===== src/rtl/qupls_mem_accept_pkg.sv =====
// ============================================================================
//  Module      : QuplsPkg
//  Description : Shared ROB index/bitmask types and the memory-accept queue
//                entry used by qupls_mem_accept.
//  Revision    : 1.0 - initial release
// ============================================================================
`default_nettype none

package QuplsPkg;

    localparam int ROB_ENTRIES = 16;

    typedef logic [$clog2(ROB_ENTRIES)-1:0] rob_ndx_t;
    typedef logic [ROB_ENTRIES-1:0]         rob_bitmask_t;

    // One queued memory op: valid (cleared by stomp), ROB index, store flag.
    typedef struct packed {
        logic     v;
        rob_ndx_t ndx;
        logic     st;
    } mem_acc_entry_t;

endpackage

`default_nettype wire


===== src/rtl/qupls_mem_accept.sv =====
// ============================================================================
//  Module      : qupls_mem_accept
//  Description : Accepts up to two memory ops per cycle from the scheduler
//                into an in-order circular queue, issues them to a single
//                memory port under an outstanding-request limit and a
//                store-serialisation rule, and returns completions to the ROB.
//  Revision    : 1.0 - initial release
// ============================================================================
`default_nettype none

module qupls_mem_accept
    import QuplsPkg::*;
#(
    parameter int QDEPTH  = 8,
    parameter int MAX_OUT = 4
) (
    input  logic         clk,
    input  logic         rst,
    input  rob_ndx_t     ndx0,
    input  rob_ndx_t     ndx1,
    input  logic         ndx0v,
    input  logic         ndx1v,
    input  logic         st0,
    input  logic         st1,
    input  rob_bitmask_t robentry_stomp,
    output logic         accept_rdy,
    output logic         req_v,
    output rob_ndx_t     req_ndx,
    output logic         req_st,
    input  logic         req_rdy,
    input  logic         resp_v,
    input  rob_ndx_t     resp_ndx,
    input  logic         resp_err,
    output logic         done_v,
    output rob_ndx_t     done_ndx,
    output logic         done_err,
    output logic         ovf
);

    localparam int PW = $clog2(QDEPTH);
    localparam int CW = PW + 1;
    localparam int OW = $clog2(MAX_OUT + 1);

    mem_acc_entry_t r_q [QDEPTH];
    logic [PW-1:0]  r_head;
    logic [PW-1:0]  r_tail;
    logic [CW-1:0]  r_count;
    logic [OW-1:0]  r_out_cnt;
    rob_bitmask_t   r_out_mask;
    logic           r_ovf;
    logic           r_done_v;
    rob_ndx_t       r_done_ndx;
    logic           r_done_err;

    mem_acc_entry_t w_head;
    logic           w_not_empty;
    logic           w_head_live;
    logic           w_store_ok;
    logic           w_req_v;
    logic           w_issue;
    logic           w_pop_dead;
    logic           w_deq;
    logic [CW-1:0]  w_free;
    logic           w_take0;
    logic           w_take1;
    logic           w_drop;
    logic [PW-1:0]  w_tail1;
    logic           w_resp_hit;
    rob_bitmask_t   w_mask_next;

    // Head selection, issue qualification, enqueue capacity and mask update.
    always_comb begin
        w_head      = r_q[r_head];
        w_not_empty = (r_count != '0);
        // A head stomped this very cycle must not be presented.
        w_head_live = w_not_empty && w_head.v && !robentry_stomp[w_head.ndx];
        // Stores go out alone; since the queue is in order, a waiting store
        // also holds back everything younger.
        w_store_ok  = !w_head.st || (r_out_cnt == '0);
        w_req_v     = !rst && w_head_live && (r_out_cnt < OW'(MAX_OUT)) && w_store_ok;
        w_issue     = w_req_v && req_rdy;
        // Dead (stomped) heads are retired one per cycle with no request.
        w_pop_dead  = !rst && w_not_empty && !w_head.v;
        w_deq       = w_issue || w_pop_dead;
        // A slot freed by this cycle's dequeue can be reused immediately.
        w_free      = CW'(QDEPTH) - r_count + CW'(w_deq);
        w_take0     = ndx0v && (w_free != '0);
        w_take1     = ndx1v && (w_free > CW'(w_take0));
        w_drop      = (ndx0v && !w_take0) || (ndx1v && !w_take1);
        w_tail1     = r_tail + PW'(w_take0);
        w_resp_hit  = resp_v && r_out_mask[resp_ndx];
        w_mask_next = r_out_mask;
        if (w_resp_hit) begin
            w_mask_next[resp_ndx] = 1'b0;
        end
        if (w_issue) begin
            w_mask_next[w_head.ndx] = 1'b1;
        end
    end

    // Queue storage, pointers, occupancy, outstanding tracking and overflow.
    always_ff @(posedge clk) begin
        if (rst) begin
            for (int i = 0; i < QDEPTH; i++) begin
                r_q[i] <= '0;
            end
            r_head     <= '0;
            r_tail     <= '0;
            r_count    <= '0;
            r_out_cnt  <= '0;
            r_out_mask <= '0;
            r_ovf      <= 1'b0;
        end else begin
            for (int i = 0; i < QDEPTH; i++) begin
                if (robentry_stomp[r_q[i].ndx]) begin
                    r_q[i].v <= 1'b0;
                end
            end
            if (w_take0) begin
                r_q[r_tail] <= '{v: !robentry_stomp[ndx0], ndx: ndx0, st: st0};
            end
            if (w_take1) begin
                r_q[w_tail1] <= '{v: !robentry_stomp[ndx1], ndx: ndx1, st: st1};
            end
            r_tail     <= w_tail1 + PW'(w_take1);
            r_head     <= r_head + PW'(w_deq);
            r_count    <= r_count + CW'(w_take0) + CW'(w_take1) - CW'(w_deq);
            r_out_cnt  <= r_out_cnt + OW'(w_issue) - OW'(w_resp_hit);
            r_out_mask <= w_mask_next;
            r_ovf      <= r_ovf | w_drop;
        end
    end

    // Completion register: only responses to live, unsquashed requests report.
    always_ff @(posedge clk) begin
        if (rst) begin
            r_done_v   <= 1'b0;
            r_done_ndx <= '0;
            r_done_err <= 1'b0;
        end else begin
            r_done_v   <= w_resp_hit && !robentry_stomp[resp_ndx];
            r_done_ndx <= resp_ndx;
            r_done_err <= resp_err;
        end
    end

    assign accept_rdy = (CW'(QDEPTH) - r_count) >= CW'(2);
    assign req_v      = w_req_v;
    assign req_ndx    = w_head.ndx;
    assign req_st     = w_head.st;
    assign done_v     = r_done_v;
    assign done_ndx   = r_done_ndx;
    assign done_err   = r_done_err;
    assign ovf        = r_ovf;

endmodule

`default_nettype wire


===== config.mk =====
export PLATFORM = sky130hd
export DESIGN_NAME = qupls_mem_accept
export DESIGN_NICKNAME = d
export VERILOG_FILES = /design/src/rtl/qupls_mem_accept_pkg.sv /design/src/rtl/qupls_mem_accept.sv
export SDC_FILE = /design/constraint.sdc
export NUM_CORES = 1
export LEC_CHECK = 0
export CAP_MARGIN = 20
export CELL_PAD_IN_SITES_DETAIL_PLACEMENT = 0
export CELL_PAD_IN_SITES_GLOBAL_PLACEMENT = 1
export CORE_UTILIZATION = 48
export CTS_BUF_LIST = sky130_fd_sc_hd__clkbuf_16
export DETAILED_ROUTE_END_ITERATION = 10
export GPL_ROUTABILITY_DRIVEN = 0
export PLACE_DENSITY = 0.8
export SYNTH_ARGS = -nofsm -noshare
export SYNTH_HDL_FRONTEND = slang
export SYNTH_SLANG_ARGS = --single-unit

===== constraint.sdc =====
create_clock -name clk -period 8 [get_ports clk]
set_input_delay 2 -clock clk [delete_from_list [all_inputs] [get_ports clk]]
set_output_delay 2 -clock clk [all_outputs]
set_load 0.01 [all_outputs]

==> key figures, run 1 <==
Outcome
  – Outcome: complete, no violations

Worst setup path
  – Crit end category: register
  – Path depth of the worst reg2reg path: 21
  – CP required: 8.09 ns
  – Worst Path Arrival: 7.13 ns
  – Crit-path slowest cell: clkdlybuf4s50_1
  – Critical path fanouts, max: 39
  – Startpoint Class: input port
  – Max incr delay on CP: 0.59 ns
  – Critical-path cell list: clkdlybuf4s50_1, mux4_2, nand3_2, and3_4, a32o_2, ha_1, ha_1, a21bo_2, mux2i_1, mux2i_1, o31ai_1, inv_1, ha_1, nor2_1, nor3_1, nor2_1, inv_2, buf_4, nor2_1, mux2_2
  – Classification of the worst setup path: in2reg

Die
  – Die Ht: 118 um
  – Initial core utilization: 0.500
  – Die ar.: 13,800 um2
  – Io pins: 51
  – Core area: around 13,000 um2
  – FP Rows: 41
  – Die W: 118 um

GRT
  – Initial antenna violation count: 0
  – Largest net degree at the start of global routing: 42
  – Vias in the first global route: 4,921
  – Congestion Overflow GR: 0
  – First-pass GRT wire length: 28.6 mm
  – Total Routing Usage GR: 0.274

Placement
  – Input/output buffers: 50
  – Hpwl dp: 13.4 mm

Yosys
  – Synth top area cells: mux4_2 23%, edfxtp_1 22%, dfxtp_1 11%
  – Post-synthesis sequential area ratio: 0.337
  – Synth unique cells: 52
  – Most frequently used flop master after synthesis: edfxtp_1
  – Syn avg cell area: 11.8 um2
  – Synthesis warning total: 0
  – Top-count cell post-synth: mux4_2
  – #FFs+latches synth: 84
  – Post-synthesis cell area: between 6000 and 7000 um2
  – Syn nets: approximately 600
  – Synth top area share: 0.232
  – Top cell type by total area after synthesis: mux4_2
  – List of most frequent post-synthesis cells: 66 x mux4_2, 48 x edfxtp_1, 42 x o21ai_0
  – Ys async rst share: 0
  – Number of flops mapped to enable cells by yosys: 48
  – Synth Instances: 544

STA
  – Least-Margin Pin Slew: 0.856 ns
  – RSZ-0062 raised after global routing: false
  – Post-route setup TNS: 0 ns
  – Max Slew Vio Count: 0
  – Final min period: 7.03 ns
  – Max-slew headroom: 0.428
  – Endpoints failing setup: 0
  – FMAX: 142 MHz
  – Final hold vios: 0
  – Clock Skews: 0.0117 ns
  – Tcrit/Tclk final: 0.879

CTS
  – Clock slew at reported path FFs: 0.06 ns
  – CTS tree: done
  – Num CTS Buffers: 9
  – Hold-fix buffers at CTS: 0
  – Post-CTS resize count: 0
  – CTS Buffer Depth: 2
  – Buffer count from post-CTS setup fixing: 0
  – Worst skew pair latency: 0.35 ns
  – H-tree Lvls: 3
  – Clk sinks: 84
  – Root Buffer: clkbuf_16

Layout
  – Fillers: 1,064
  – Fin util: 0.565
  – Diode count: 0
  – Fraction of layout cells with a size suffix above 1: 0.184
  – Final net count: 617
  – P&R area growth vs syn: 13.1%

Worst hold path
  – Min-delay worst type: reg2reg
  – Hold Path Cell Cnt: 2

Power and ir drop
  – Max VDD drop: 0.101 mV
  – Leak: about 2.4 nW
  – Pwr/cell area: around 270 nW/um2
  – Total power: 0.00195 W

Flow run
  – Max Cap Viol: 0

Route
  – Drt initial violations: 704
  – Post-route DRC: 0
  – DR pass1 iterations: 5
  – DRT Wirelength: 18.3 mm
  – Via count: between 5,000 and 6,000
  – WL/cell: approximately 25 um
  – Post-DRT Antenna Nets: 0
  – Vias/cell: roughly 7
[flip-flops by register name (all words and copies together) (netlist names)]
register    count
done_v          1
r_count         4
r_q            48
ovf             1
done_ndx        4
r_tail          3
done_err        1
r_out_mask     16
r_out_cnt       3
r_head          3
[placed cells by master (no fill, tap or decap), drive strengths merged, types with 4 or more instances in the layout]
cell / synthesis / routed
edfxtp: 48 / 48
nand3b: 8 / 8
dfxtp: 36 / 36
or3: 11 / 11
o311ai: 5 / 5
clkdlybuf4s50: 0 / 50
o211ai: 12 / 12
nand2b: 6 / 6
mux4: 70 / 70
or2: 9 / 9
inv: 17 / 20
or4: 8 / 8
nor2: 34 / 34
nand2: 6 / 6
clkbuf: 41 / 10
mux2i: 17 / 17
o21ai: 58 / 58
mux2: 11 / 11
a21oi: 4 / 4
nand3: 13 / 13
nor2b: 12 / 12
and3: 5 / 5
xnor2: 6 / 6
nor3: 12 / 12
ha: 18 / 18
buf: 9 / 4
o2bb2ai: 41 / 41
[routing by layer]
metal | up-vias | global-route usage | part of all wire
met3 | 62 | 0.0451 | 0.087
met1 | 2480 | 0.359 | 0.38
met2 | 311 | 0.441 | 0.48
met5 | - | 0 | 0
li1 | 2215 | - | -
met4 | 0 | 0.140 | 0.048
[critical path: cells and delay by family]
family	cells	cell delay [ns]
multiplexers	4	1.27
adder cells (fa/ha/maj)	3	0.67
AO/OA/AOI/OAI	3	0.75
AND/OR/NAND/NOR	6	1.14
buffers and inverters	4	1.28
[logic make-up (layout without fill, tap and decap cells)]
logic type	after synthesis	after routing	share of synthesized area
adders and majority gates	21	21	0.0445
xor gates and xnor gates	9	9	0.0123
and+or+nand+nor	135	135	0.124
AOI/OAI and AO/OA	130	130	0.140
buffers and inverters	67	87	0.0433
muxes	98	98	0.298
DFF	84	84	0.337
[path summary, 6_finish.rpt]
kind                            startpoint                  endpoint  slack (ns)
hold / removal    r_out_mask[5]$_SDFF_PP0_  r_out_mask[5]$_SDFF_PP0_        0.48
setup reg to reg      r_head[2]$_SDFF_PP0_       r_q[3][5]$_DFFE_PP_        1.46
hold reg to reg   r_out_mask[5]$_SDFF_PP0_  r_out_mask[5]$_SDFF_PP0_        0.48
setup / recovery        robentry_stomp[13]       r_q[3][5]$_DFFE_PP_        0.97
[final cells by class]
class                      count  area [um2]  area share
multi-input combinational    393        3970       0.548
sequential                    84        2160       0.298
timing repair buffer          54         531      0.0732
clock buffer                  10         250      0.0345
tap                          172         215      0.0297
inverter                      17        63.8     0.00880
clock inverter                 6        55.1     0.00759
[power by group]
group          internal (W)  switching (W)  total [W]  leakage, nW
clock              0.000258       0.000170   0.000427        0.161
combinational      0.000409       0.000476   0.000885         1.48
sequential         0.000541      0.0000966   0.000637        0.798
total               0.00121       0.000742    0.00195         2.44
[through the flow]
step / setup WS, ns / instance area [um2] / std cells / hold WS, ns
3_5_place_dp: 0.583 / 6940 / 720 / 0.475
3_3_place_gp: 0.840 / 6940 / 720 / 0.462
5_1_grt: 0.569 / 7250 / 736 / 0.504
6_report: 0.968 / 7250 / 736 / 0.482
2_1_floorplan: 1.54 / 6410 / 544 / 0.455
4_1_cts: 0.973 / 7250 / 736 / 0.483
No activity file was read; power rests on OpenSTA's default activity.
==> run 2, diff against run 1 <==
CORE_ASPECT_RATIO = 1.25   (was not set)
PLACE_DENSITY = not set   (was 0.8)
PLACE_DENSITY_LB_ADDON = 0.1   (was not set)
==> run 2 against run 1 <==
Hold slack got worse by 0.0035 ns. Sequential power rose by 0.9%. Fmax barely moved. First-iteration DRC count fell by 26%. Critical endpoint is now r_q[5][5]$_DFFE_PP_. Largest cell class unchanged. Highest routed layer unchanged.
==> key figures, run 2 (synthesis results as in run 1) <==
STA
  – Post-route setup TNS: 0 ns (unchanged)
  – Final hold vios: 0 (unchanged)
  – Final min period: 7.03 ns (-0.000165 ns)
  – FMAX: 142 MHz (about the same)
  – RSZ-0062 raised after global routing: false
  – Max-slew headroom: 0.469 (+0.0407)
  – Endpoints failing setup: 0 (unchanged)
  – Clock Skews: 0.0120 ns (+0.000335 ns)
  – Tcrit/Tclk final: 0.879 (about the same)
  – Least-Margin Pin Slew: 0.794 ns (-0.0624 ns)
  – Max Slew Vio Count: 0 (unchanged)

CTS
  – Num CTS Buffers: 9 (unchanged)
  – CTS tree: done
  – H-tree Lvls: 3 (unchanged)
  – Post-CTS resize count: 0 (unchanged)
  – Clock slew at reported path FFs: 0.07 ns (about the same)
  – Buffer count from post-CTS setup fixing: 0 (unchanged)
  – CTS Buffer Depth: 2 (unchanged)
  – Worst skew pair latency: 0.35 ns (about the same)
  – Clk sinks: 84 (unchanged)
  – Hold-fix buffers at CTS: 0 (unchanged)
  – Root Buffer: clkbuf_16

Layout
  – Max reg flops: 48 (unchanged)
  – Fraction of layout cells with a size suffix above 1: 0.195 (+0.0103)
  – Fin util: 0.567 (+0.00161)
  – Fillers: 1,085 (+2.0%)
  – P&R area growth vs syn: 13.5%
  – Register with the most flip-flops: r_q
  – Top Registers: r_q x48, r_out_mask x16
  – Final net count: 623 (+0.97%)
  – Reg area: 2160 um2 (unchanged)
  – Most frequent cells in the layout: 66 x mux4_2, 50 x clkdlybuf4s50_1, 48 x edfxtp_1
  – Area of the multi-input gates: 3970 um2 (unchanged)
  – Diode count: 0 (unchanged)
  – Commonest non-fill, non-tap cell in the layout: mux4_2

Die
  – Io pins: 51 (unchanged)
  – Die Ht: 131 um (+12%)
  – Core area: 12,800 um2 (about the same)
  – FP Rows: 46 (+12%)
  – Die W: 105 um (-10%)
  – Die ar.: 13,800 um2 (about the same)
  – Initial core utilization: 0.500 (about the same)

Route
  – DR pass1 iterations: 5 (unchanged)
  – Vias/cell: 6.86 (-0.39%)
  – DRT Wirelength: 19.1 mm (+4.1%)
  – Via count: 5,062 (-0.12%)
  – Post-DRT Antenna Nets: 0 (unchanged)
  – Post-route DRC: 0 (unchanged)
  – WL/cell: 25.8 um (+3.9%)
  – Drt initial violations: 522 (-26%)

Worst hold path
  – Min-delay worst type: reg2reg

Power and ir drop
  – Total power: 0.00195 W (+0.11%)
  – Max VDD drop: 0.136 mV (+36%)
  – Pwr/cell area: 268 nW/um2 (-0.25%)
  – Leak: 2.46 nW (+0.82%)

Worst setup path
  – Crit end category: register
  – Startpoint Class: input port
  – Worst Path Arrival: 7.14 ns (about the same)
  – CP required: 8.11 ns (+0.02 ns)
  – Classification of the worst setup path: in2reg
  – Critical path fanouts, max: 28 (-28%)

GRT
  – Largest net degree at the start of global routing: 42 (unchanged)
  – Vias in the first global route: 5,071 (+3.0%)
  – First-pass GRT wire length: 29.5 mm (+3.2%)
  – Total Routing Usage GR: 0.289 (+0.0149)
  – Initial antenna violation count: 0 (unchanged)
  – Congestion Overflow GR: 0 (unchanged)

Flow run
  – Max Cap Viol: 0 (unchanged)

Placement
  – Hpwl dp: 13.9 mm (+3.3%)
  – Input/output buffers: 50 (unchanged)

Outcome
  – Outcome: complete, no violations
-- run 2: cell types whose count changed in the layout (fill, tap and decap cells not counted) --
cell,before,now
buf_4,4,10
clkbuf_16,10,9
inv_1,17,16
inv_4,0,1
inv_6,0,1
-- run 2: area by class of cell --
| type | count | share of cell area |
|---|---|---|
| multi-input cells | 393 | 0.546 |
| flip-flops and latches | 84 | 0.297 |
| repair buffers | 60 | 0.0791 |
| clock buffers | 9 | 0.0310 |
| well taps | 168 | 0.0289 |
| clock inverters | 7 | 0.00911 |
| inverters | 17 | 0.00877 |
-- run 2: worst paths after layout --
kind                            cells past startpoint  slack (ns)             endpoint                 start
worst max-delay path                               20        0.97  r_q[5][5]$_DFFE_PP_    robentry_stomp[13]
worst max register to register                     21        1.49  r_q[5][5]$_DFFE_PP_  r_head[2]$_SDFF_PP0_
worst min register to register                      2        0.48       ovf$_SDFF_PP0_        ovf$_SDFF_PP0_
worst min-delay path                                2        0.48       ovf$_SDFF_PP0_        ovf$_SDFF_PP0_
-- run 2: report_power, final --
| part | switching, W | total (W) | internal (W) |
|---|---|---|---|
| clock | 0.000174 | 0.000415 | 0.000241 |
| sequential | 0.000102 | 0.000643 | 0.000541 |
| combinational | 0.000479 | 0.000894 | 0.000415 |
-- run 2: layer usage --
layer	vias to the layer above	wire, um	global-route usage
met2	255	9510	0.476
met1	2517	7290	0.356
met3	51	1370	0.0541
li1	2239	-	-
met4	0	906	0.160
met5	-	0	0
-- run 2: worst max-delay path: stages --
cell	delay [ns]
clkdlybuf4s50_1	0.60
mux4_2	0.59
nand3_2	0.17
and3_4	0.21
a32o_2	0.21
ha_1	0.19
ha_1	0.18
a21bo_2	0.23
mux2i_1	0.13
mux2i_1	0.17
o31ai_1	0.32
inv_1	0.13
ha_1	0.29
nor2_1	0.14
nor3_1	0.07
nor2_1	0.18
inv_2	0.24
buf_4	0.25
nor2_1	0.42
mux2_2	0.39
-- run 2: per-stage QoR --
stage / hold WS [ns] / worst slack (ns) / std cells / instance area (um2)
2_1_floorplan: 0.455 / 1.54 / 544 / 6410
3_3_place_gp: 0.459 / 0.844 / 722 / 6980
3_5_place_dp: 0.465 / 0.666 / 722 / 6980
4_1_cts: 0.481 / 1.03 / 738 / 7280
5_1_grt: 0.517 / 0.553 / 738 / 7280
6_report: 0.479 / 0.968 / 738 / 7280
